File: config.mk
export PLATFORM = sky130hd
export DESIGN_NAME = mdu_div
export DESIGN_NICKNAME = d
export VERILOG_FILES = /design/src/rtl/mdu_div_pkg.sv /design/src/rtl/mdu_div_step.sv /design/src/rtl/mdu_div.sv
export SDC_FILE = /design/constraint.sdc
export NUM_CORES = 1
export LEC_CHECK = 0
export BUFFER_PORTS_ARGS = -buffer_cell sky130_fd_sc_hd__buf_2
export CAP_MARGIN = 5
export CELL_PAD_IN_SITES_DETAIL_PLACEMENT = 2
export CELL_PAD_IN_SITES_GLOBAL_PLACEMENT = 2
export CORE_UTILIZATION = 38
export DETAILED_ROUTE_END_ITERATION = 16
export PLACE_DENSITY = 0.89
export SETUP_SLACK_MARGIN = 0.5
export SLEW_MARGIN = 20
export SYNTH_ARGS = -nofsm -noshare
export SYNTH_HDL_FRONTEND = slang
export SYNTH_SLANG_ARGS = --single-unit
export TNS_END_PERCENT = 20
File: constraint.sdc
create_clock -name clk -period 5.72 [get_ports clk]
set_input_delay 1.144 -clock clk [delete_from_list [all_inputs] [get_ports clk]]
set_output_delay 1.144 -clock clk [all_outputs]
set_load 0.02 [all_outputs]
File: src/rtl/mdu_div_pkg.sv
// mdu_div shared definitions: MDU control codes
// and divider FSM state encodings.
package mdu_div_pkg;

  localparam logic [4:0] MULT_CONTROL  = 5'b00100;
  localparam logic [4:0] MULTU_CONTROL = 5'b00101;
  localparam logic [4:0] DIV_CONTROL   = 5'b00110;
  localparam logic [4:0] DIVU_CONTROL  = 5'b00111;

  typedef enum logic [1:0] {
    DIV_IDLE = 2'd0,
    DIV_CALC = 2'd1,
    DIV_FIX  = 2'd2,
    DIV_DONE = 2'd3
  } div_state_e;

  function automatic logic is_div_op(
    input logic [4:0] ctl
  );
    return (ctl == DIV_CONTROL) ||
           (ctl == DIVU_CONTROL);
  endfunction

endpackage

File: src/rtl/mdu_div_step.sv
// mdu_div_step: one restoring division iteration.
// Shifts {rem, quot} left and conditionally subtracts.
module mdu_div_step #(
  parameter int WIDTH = 32
) (
  input  logic [WIDTH:0]   rem_i,
  input  logic [WIDTH-1:0] quot_i,
  input  logic [WIDTH-1:0] divisor_i,
  output logic [WIDTH:0]   rem_o,
  output logic [WIDTH-1:0] quot_o
);

  logic [WIDTH+1:0] rem_sh;
  logic [WIDTH+1:0] trial;

  assign rem_sh = {rem_i, quot_i[WIDTH-1]};
  assign trial  = rem_sh - {2'b00, divisor_i};

  // keep the difference when it is non-negative, else restore
  always_comb begin
    rem_o  = rem_sh[WIDTH:0];
    quot_o = {quot_i[WIDTH-2:0], 1'b0};
    if (!trial[WIDTH+1]) begin
      rem_o  = trial[WIDTH:0];
      quot_o = {quot_i[WIDTH-2:0], 1'b1};
    end
  end

endmodule

File: src/rtl/mdu_div.sv
// mdu_div: multi-cycle radix-2 restoring divider
// for MIPS DIV/DIVU, result {remainder, quotient}.
module mdu_div #(
  parameter int WIDTH = 32
) (
  input  logic               clk,
  input  logic               rst,
  input  logic               start,
  input  logic [4:0]         MDUControl,
  input  logic [WIDTH-1:0]   A,
  input  logic [WIDTH-1:0]   B,
  input  logic               cancel,
  output logic               busy,
  output logic               done,
  output logic [2*WIDTH-1:0] DivResult
);

  import mdu_div_pkg::*;

  localparam int CW = $clog2(WIDTH);
  localparam logic [CW-1:0] LAST = CW'(WIDTH - 1);

  div_state_e state_q, state_d;

  logic [CW-1:0]      cnt_q, cnt_d;
  logic [WIDTH:0]     rem_q, rem_d;
  logic [WIDTH-1:0]   quot_q, quot_d;
  logic [WIDTH-1:0]   dvsr_q, dvsr_d;
  logic               negq_q, negq_d;
  logic               negr_q, negr_d;
  logic               div0_q, div0_d;
  logic [2*WIDTH-1:0] res_q, res_d;

  logic               sgn_op;
  logic               a_neg;
  logic               b_neg;
  logic [WIDTH-1:0]   a_mag;
  logic [WIDTH-1:0]   b_mag;
  logic [WIDTH:0]     step_rem;
  logic [WIDTH-1:0]   step_quot;
  logic [WIDTH-1:0]   qfix;
  logic [WIDTH-1:0]   rfix;

  assign sgn_op = (MDUControl == DIV_CONTROL);
  assign a_neg  = sgn_op & A[WIDTH-1];
  assign b_neg  = sgn_op & B[WIDTH-1];
  assign a_mag  = a_neg ? (~A + 1'b1) : A;
  assign b_mag  = b_neg ? (~B + 1'b1) : B;

  mdu_div_step #(
    .WIDTH(WIDTH)
  ) u_step (
    .rem_i    (rem_q),
    .quot_i   (quot_q),
    .divisor_i(dvsr_q),
    .rem_o    (step_rem),
    .quot_o   (step_quot)
  );

  // remainder sign restore also yields raw A on divide by zero
  assign rfix = negr_q ? (~rem_q[WIDTH-1:0] + 1'b1)
                       : rem_q[WIDTH-1:0];
  assign qfix = div0_q ? {WIDTH{1'b1}}
              : (negq_q ? (~quot_q + 1'b1) : quot_q);

  assign busy      = (state_q == DIV_CALC) ||
                     (state_q == DIV_FIX);
  assign done      = (state_q == DIV_DONE);
  assign DivResult = res_q;

  // next-state, operand latch, iteration and sign fix
  always_comb begin
    state_d = state_q;
    cnt_d   = cnt_q;
    rem_d   = rem_q;
    quot_d  = quot_q;
    dvsr_d  = dvsr_q;
    negq_d  = negq_q;
    negr_d  = negr_q;
    div0_d  = div0_q;
    res_d   = res_q;
    unique case (state_q)
      DIV_IDLE: begin
        if (start && is_div_op(MDUControl) && !cancel) begin
          state_d = DIV_CALC;
          cnt_d   = '0;
          rem_d   = '0;
          quot_d  = a_mag;
          dvsr_d  = b_mag;
          negq_d  = a_neg ^ b_neg;
          negr_d  = a_neg;
          div0_d  = (B == '0);
        end
      end
      DIV_CALC: begin
        if (cancel) begin
          state_d = DIV_IDLE;
        end else begin
          rem_d  = step_rem;
          quot_d = step_quot;
          cnt_d  = cnt_q + 1'b1;
          if (cnt_q == LAST) state_d = DIV_FIX;
        end
      end
      DIV_FIX: begin
        if (cancel) begin
          state_d = DIV_IDLE;
        end else begin
          res_d   = {rfix, qfix};
          state_d = DIV_DONE;
        end
      end
      DIV_DONE: state_d = DIV_IDLE;
      default:  state_d = DIV_IDLE;
    endcase
  end

  // state and datapath registers
  always_ff @(posedge clk or negedge rst) begin
    if (!rst) begin
      state_q <= DIV_IDLE;
      cnt_q   <= '0;
      rem_q   <= '0;
      quot_q  <= '0;
      dvsr_q  <= '0;
      negq_q  <= 1'b0;
      negr_q  <= 1'b0;
      div0_q  <= 1'b0;
      res_q   <= '0;
    end else begin
      state_q <= state_d;
      cnt_q   <= cnt_d;
      rem_q   <= rem_d;
      quot_q  <= quot_d;
      dvsr_q  <= dvsr_d;
      negq_q  <= negq_d;
      negr_q  <= negr_d;
      div0_q  <= div0_d;
      res_q   <= res_d;
    end
  end

endmodule

### Word-level counts from Yosys, hierarchy flattened

Cells that the tools add are included.

| word-level totals | value |
|---|---|
| input port bits | 73 |
| flip-flop bits (word level) | 171 |

| operators by class | value |
|---|---|
| $add $sub $neg | 6 |
| eq/ne operators | 9 |
| bitwise operators | 8 |
| muxes and demuxes | 21 |
| reductions and logical operators | 12 |

Operators with widths:

| operator | count |
|---|---|
| $mux 32 | 7 |
| $add 32x1->32 const B | 4 |
| $not 32->32 | 4 |
| $mux 33 | 3 |
| $pmux 33 s2 | 1 |
| $pmux 32 s2 | 1 |
| $sub 34x32->34 | 1 |
| $logic_not 32->1 | 1 |
| $eq 5x3->1 const B | 2 |
| $mux 5 | 2 |
| $pmux 5 s2 | 1 |
| $mux 2 | 4 |
| $pmux 2 s4 | 1 |
| $reduce_and 2->1 | 3 |
| $add 5x1->5 const B | 1 |
| $eq 5x5->1 const B | 1 |
| $eq 2x2->1 const B | 2 |
| $ne 2x2->1 const B | 2 |
| $ne 3x2->1 const B | 1 |
| $reduce_and 3->1 | 1 |
| $and 1x1->1 | 2 |
| $eq 2x1->1 const B | 1 |
| $logic_and 1x1->1 | 2 |
| $logic_not 2->1 | 1 |
| 6 further kinds | 7 |

### Logic depth before layout (Yosys ltp)

| logic depth | value |
|---|---|
| word-level depth | 6 |
| mapped depth | 15 |

### Modules after synthesis

From an unflattened synthesis, not the netlist that was laid out.

| second synthesis, totals | value |
|---|---|
| cells, all modules | 1383 |
| area total of the unflattened synthesis | 12044.1 µm² |

By module, submodules not included:

| module | sequential area each (µm²) | cells an instance | area an instance (µm²) | times used |
|---|---|---|---|---|
| mdu_div | 4279.1 | 1046 | 9598.0 | 1 |
| mdu_div_step | 0.0 | 337 | 2446.1 | 1 |

### Least setup slack after synthesis

OpenSTA, ideal clock, no wires.

| path | value |
|---|---|
| path kind | input port to flip-flop |
| start point | input A[4] |
| end point | register quot_q[28] |
| stages on the path | 9 |
| arrival | 3.298 ns |
| setup time | 0.083 ns |
| setup slack | 2.339 ns |
| cell sequence | or3_1 > nor3b_2 > and3_1 > nand2_1 > or4_1 > o41ai_2 > xnor2_1 > mux2i_1 > o21ai_0 |

| on the way | value |
|---|---|
| cells in the longest elaborated chain, start to end | 5 |

Ends and longest elaborated chain:

| item | line | source |
|---|---|---|
| start: declaration | mdu_div.sv:10 | `input logic [WIDTH-1:0] A,` |
| $not 32->32 | mdu_div.sv:47 | `assign a_mag = a_neg ? (~A + 1'b1) : A;` |
| $add 32x1->32 | mdu_div.sv:47 |  |
| $mux 32 | mdu_div.sv:47 |  |
| $mux 32 | mdu_div.sv:84 | `if (start && is_div_op(MDUControl) && !cancel) begin` |
| $pmux 32 s2 | mdu_div.sv:82 | `unique case (state_q)` |
| end signal: assignment | mdu_div.sv:134 | `quot_q <= quot_d;` |
| end: declaration | mdu_div.sv:27 | `logic [WIDTH-1:0] quot_q, quot_d;` |

No other way between the ends. The select of a mux whose other input is x is not followed.
A chain may end at the register's enable or synchronous reset.

### Final worst setup path

| path | value |
|---|---|
| start point | register rem_q[7] |
| end point | register rem_q[17] |

| on the way | value |
|---|---|
| cells in the longest elaborated chain, start to end | 4 |

Ends and longest elaborated chain:

| item | line | source |
|---|---|---|
| start: declaration | mdu_div.sv:26 | `logic [WIDTH:0] rem_q, rem_d;` |
| start signal: assignment | mdu_div.sv:133 | `rem_q <= rem_d;` |
| $sub 34x32->34 | mdu_div_step.sv:17 | `assign trial = rem_sh - {2'b00, divisor_i};` |
| $mux 33 | mdu_div_step.sv:23 | `if (!trial[WIDTH+1]) begin` |
| $mux 33 | mdu_div.sv:96 | `if (cancel) begin` |
| $pmux 33 s2 | mdu_div.sv:82 |  |

No other way between the ends. The select of a mux whose other input is x is not followed.

==> run metrics <==
standard-cell rows=62; Worst Path Arrival=4740 ps; synthesized area per cell=8.30 µm²; Initial DRC Count=720; Antenna Nets Post-Route=0; Final Worst Setup Slack=1240 ps; ys async rst share=100%; CTS sink cnt=171; P_leak=0.00585 µW; Die Wd=175 µm; Nets=1589; required time worst endpoint=5980 ps; first-pass GRT wire length=71500 µm; post-DP HPWL=29300 µm; final setup violation count=0; area occupied by registers=4280 µm²; Post-synth EDFFs=0; worst slack, placed=1570 ps; post-synthesis cell count=1372; height of the die=175 µm; I/O pin count=139; Highest Signal Layer=met4; warnings from Yosys=0; syn_nets=1489; Synth Register Bits=171; Clock Pin Slew Worst Setup and Hold Paths=70 ps; Highest Clock Rate=0.223 GHz; CTS root buf=clkbuf_16; Pins Over Slew Limit=0; post-route DRC violation count=0; worst clock skew=12.4 ps; n_diodes=0; RD Place Congestion=0.899; slew margin rel.=26.2%; layout cells sized above 1=14.3%; core area=29100 µm²; metal2 WL=21600 µm; CTS tree=yes; met3 WL=2350 µm; area of the multi-input gates=6640 µm²; Syn-to-layout area delta=14.5%; CP Max Fanout=14; Tcrit/Tclk final=78.3%; largest net degree at the start of global routing=91; H-tree depth=4; setup TNS=0 ps; outcome=completed; CTS Buf Count=17; port bufs=138; Tmin final=4480 ps; commonest non-fill, non-tap cell in the layout=nand2_1; CTS Hold Bufs=0; vias per std cell=5.95; GRT Total Usage=29.9%; Seq/Total Area, Yosys=37.6%; drt first pass iters=5; met1 WL=19100 µm; startpoint class of the critical path=register; critical path class=reg2reg; Power per Cell Area=539 nW/µm²; initial antenna violation count=0; WL final=44700 µm; RSZ-0062 raised after global routing=no; Initial Util=39.1%; prevailing post-synth register cell=dfrtp_1; setup bufs post-CTS=0; number of global-route vias before repair=12.5k; buffer levels on the longest clock path=2; routed length per instance=23.9 µm; Filler Cell Count=3255; Clk Latency, worst-skew pair=460 ps; synthesized area=11400 µm²; Peak VDD IR=0.315 mV; vias post-DR=11.1k; max cap viols=0; Die ar.=30600 µm²; CP endpoint kind=register; grt ovf=0; Hold WC Path Type=reg2reg; commonest cells after routing, fill and taps aside=nand2_1 (190), o21ai_0 (176), dfrtp_1 (171); Hold Fails Final Rpt=0; Synth cell types=68; Worst Tran Pin Value=1110 ps; post-cts resize count=0
worst max-delay path, stage by stage, from the launching register on:
cell and delay [ps]:
dfrtp_1 490, ha_1 440, o21ai_0 170, o21ai_0 440, nand4_1 290, a21o_1 280
a311oi_2 430, nor4_2 90, buf_4 190, nor2_2 670, buf_4 390, mux2i_1 240
o21ai_0 140
layout make-up:
type	count	share of cell area [%]
clock buffer	20	3.51
inverter	56	1.61
timing repair buffer	152	6.16
sequential	171	32.8
clock inverter	12	1.22
tap	384	3.69
multi-input combinational	1074	51.0
sequential cells by signal, summed over array words and instances (netlist names):
name and flops:
DivResult 64, div0_q 1, state_q 2, quot_q 32
negq_q 1, negr_q 1, cnt_q 5, dvsr_q 32
rem_q 33
synthesized netlist by cell type, drive strengths merged (7+ instances only):
master	count	area, µm²
a211oi	8	60.1
a21o	19	143
a21oi	119	603
a31oi	7	43.8
buf	11	50.1
clkbuf	60	226
dfrtp	171	4280
ha	43	538
inv	56	210
mux2i	31	310
nand2	191	717
nand2b	11	76.3
nand4	9	56.3
nor2	115	434
nor2b	7	43.8
nor3	22	110
nor4	10	68.8
o21ai	180	901
o31ai	36	275
o41ai	13	129
or2	9	56.3
or3	17	116
or4	19	146
xnor2	54	473
xor2	85	744
kinds of logic after synthesis:
kind of cell	after synthesis	share of synthesized area [%]
flops	171	37.6
mux	33	2.92
fa+ha+maj	44	4.90
buf+inv	127	4.28
xor+xnor	139	10.7
compound gates	422	22.0
simple gates	436	17.6
per-layer routing:
layer	GRT usage, %	up-vias
li1	-	5005
met1	37.2	5589
met2	50.2	391
met3	5.33	137
met4	14.1	0
met5	0	-
worst paths after layout:
kind                       depth (start not counted)  slack (ps)           end          from
hold reg to reg                                    2         470  DivResult[0]  DivResult[0]
max in group asynchronous                          2        3750     rem_q[11]           rst
setup reg to reg                                  12        1240     rem_q[17]      rem_q[7]
hold / removal                                     2         470  DivResult[0]  DivResult[0]
min in group asynchronous                          1         760  DivResult[7]           rst
setup / recovery                                  12        1240     rem_q[17]      rem_q[7]
power breakdown:
part           switching, µW  internal (µW)
clock                    556            717
combinational           2440           1310
sequential               514           1480
metrics by stage:
step / std cells / util, % / hold WS, ps / power (µW) / cell area [µm²]
after CTS: 1869 / 44.8 / 475 / 6920 / 13000
after floorplan: 1372 / - / 450 / 4220 / 11400
after global routing: 1869 / 44.8 / 516 / 7330 / 13000
after global placement: 1837 / 42.7 / 455 / 5050 / 12400
after detailed placement: 1837 / 42.7 / 459 / 5330 / 12400
final: 1869 / 44.8 / 467 / 7020 / 13000
Power figures use the tool's default switching activity.
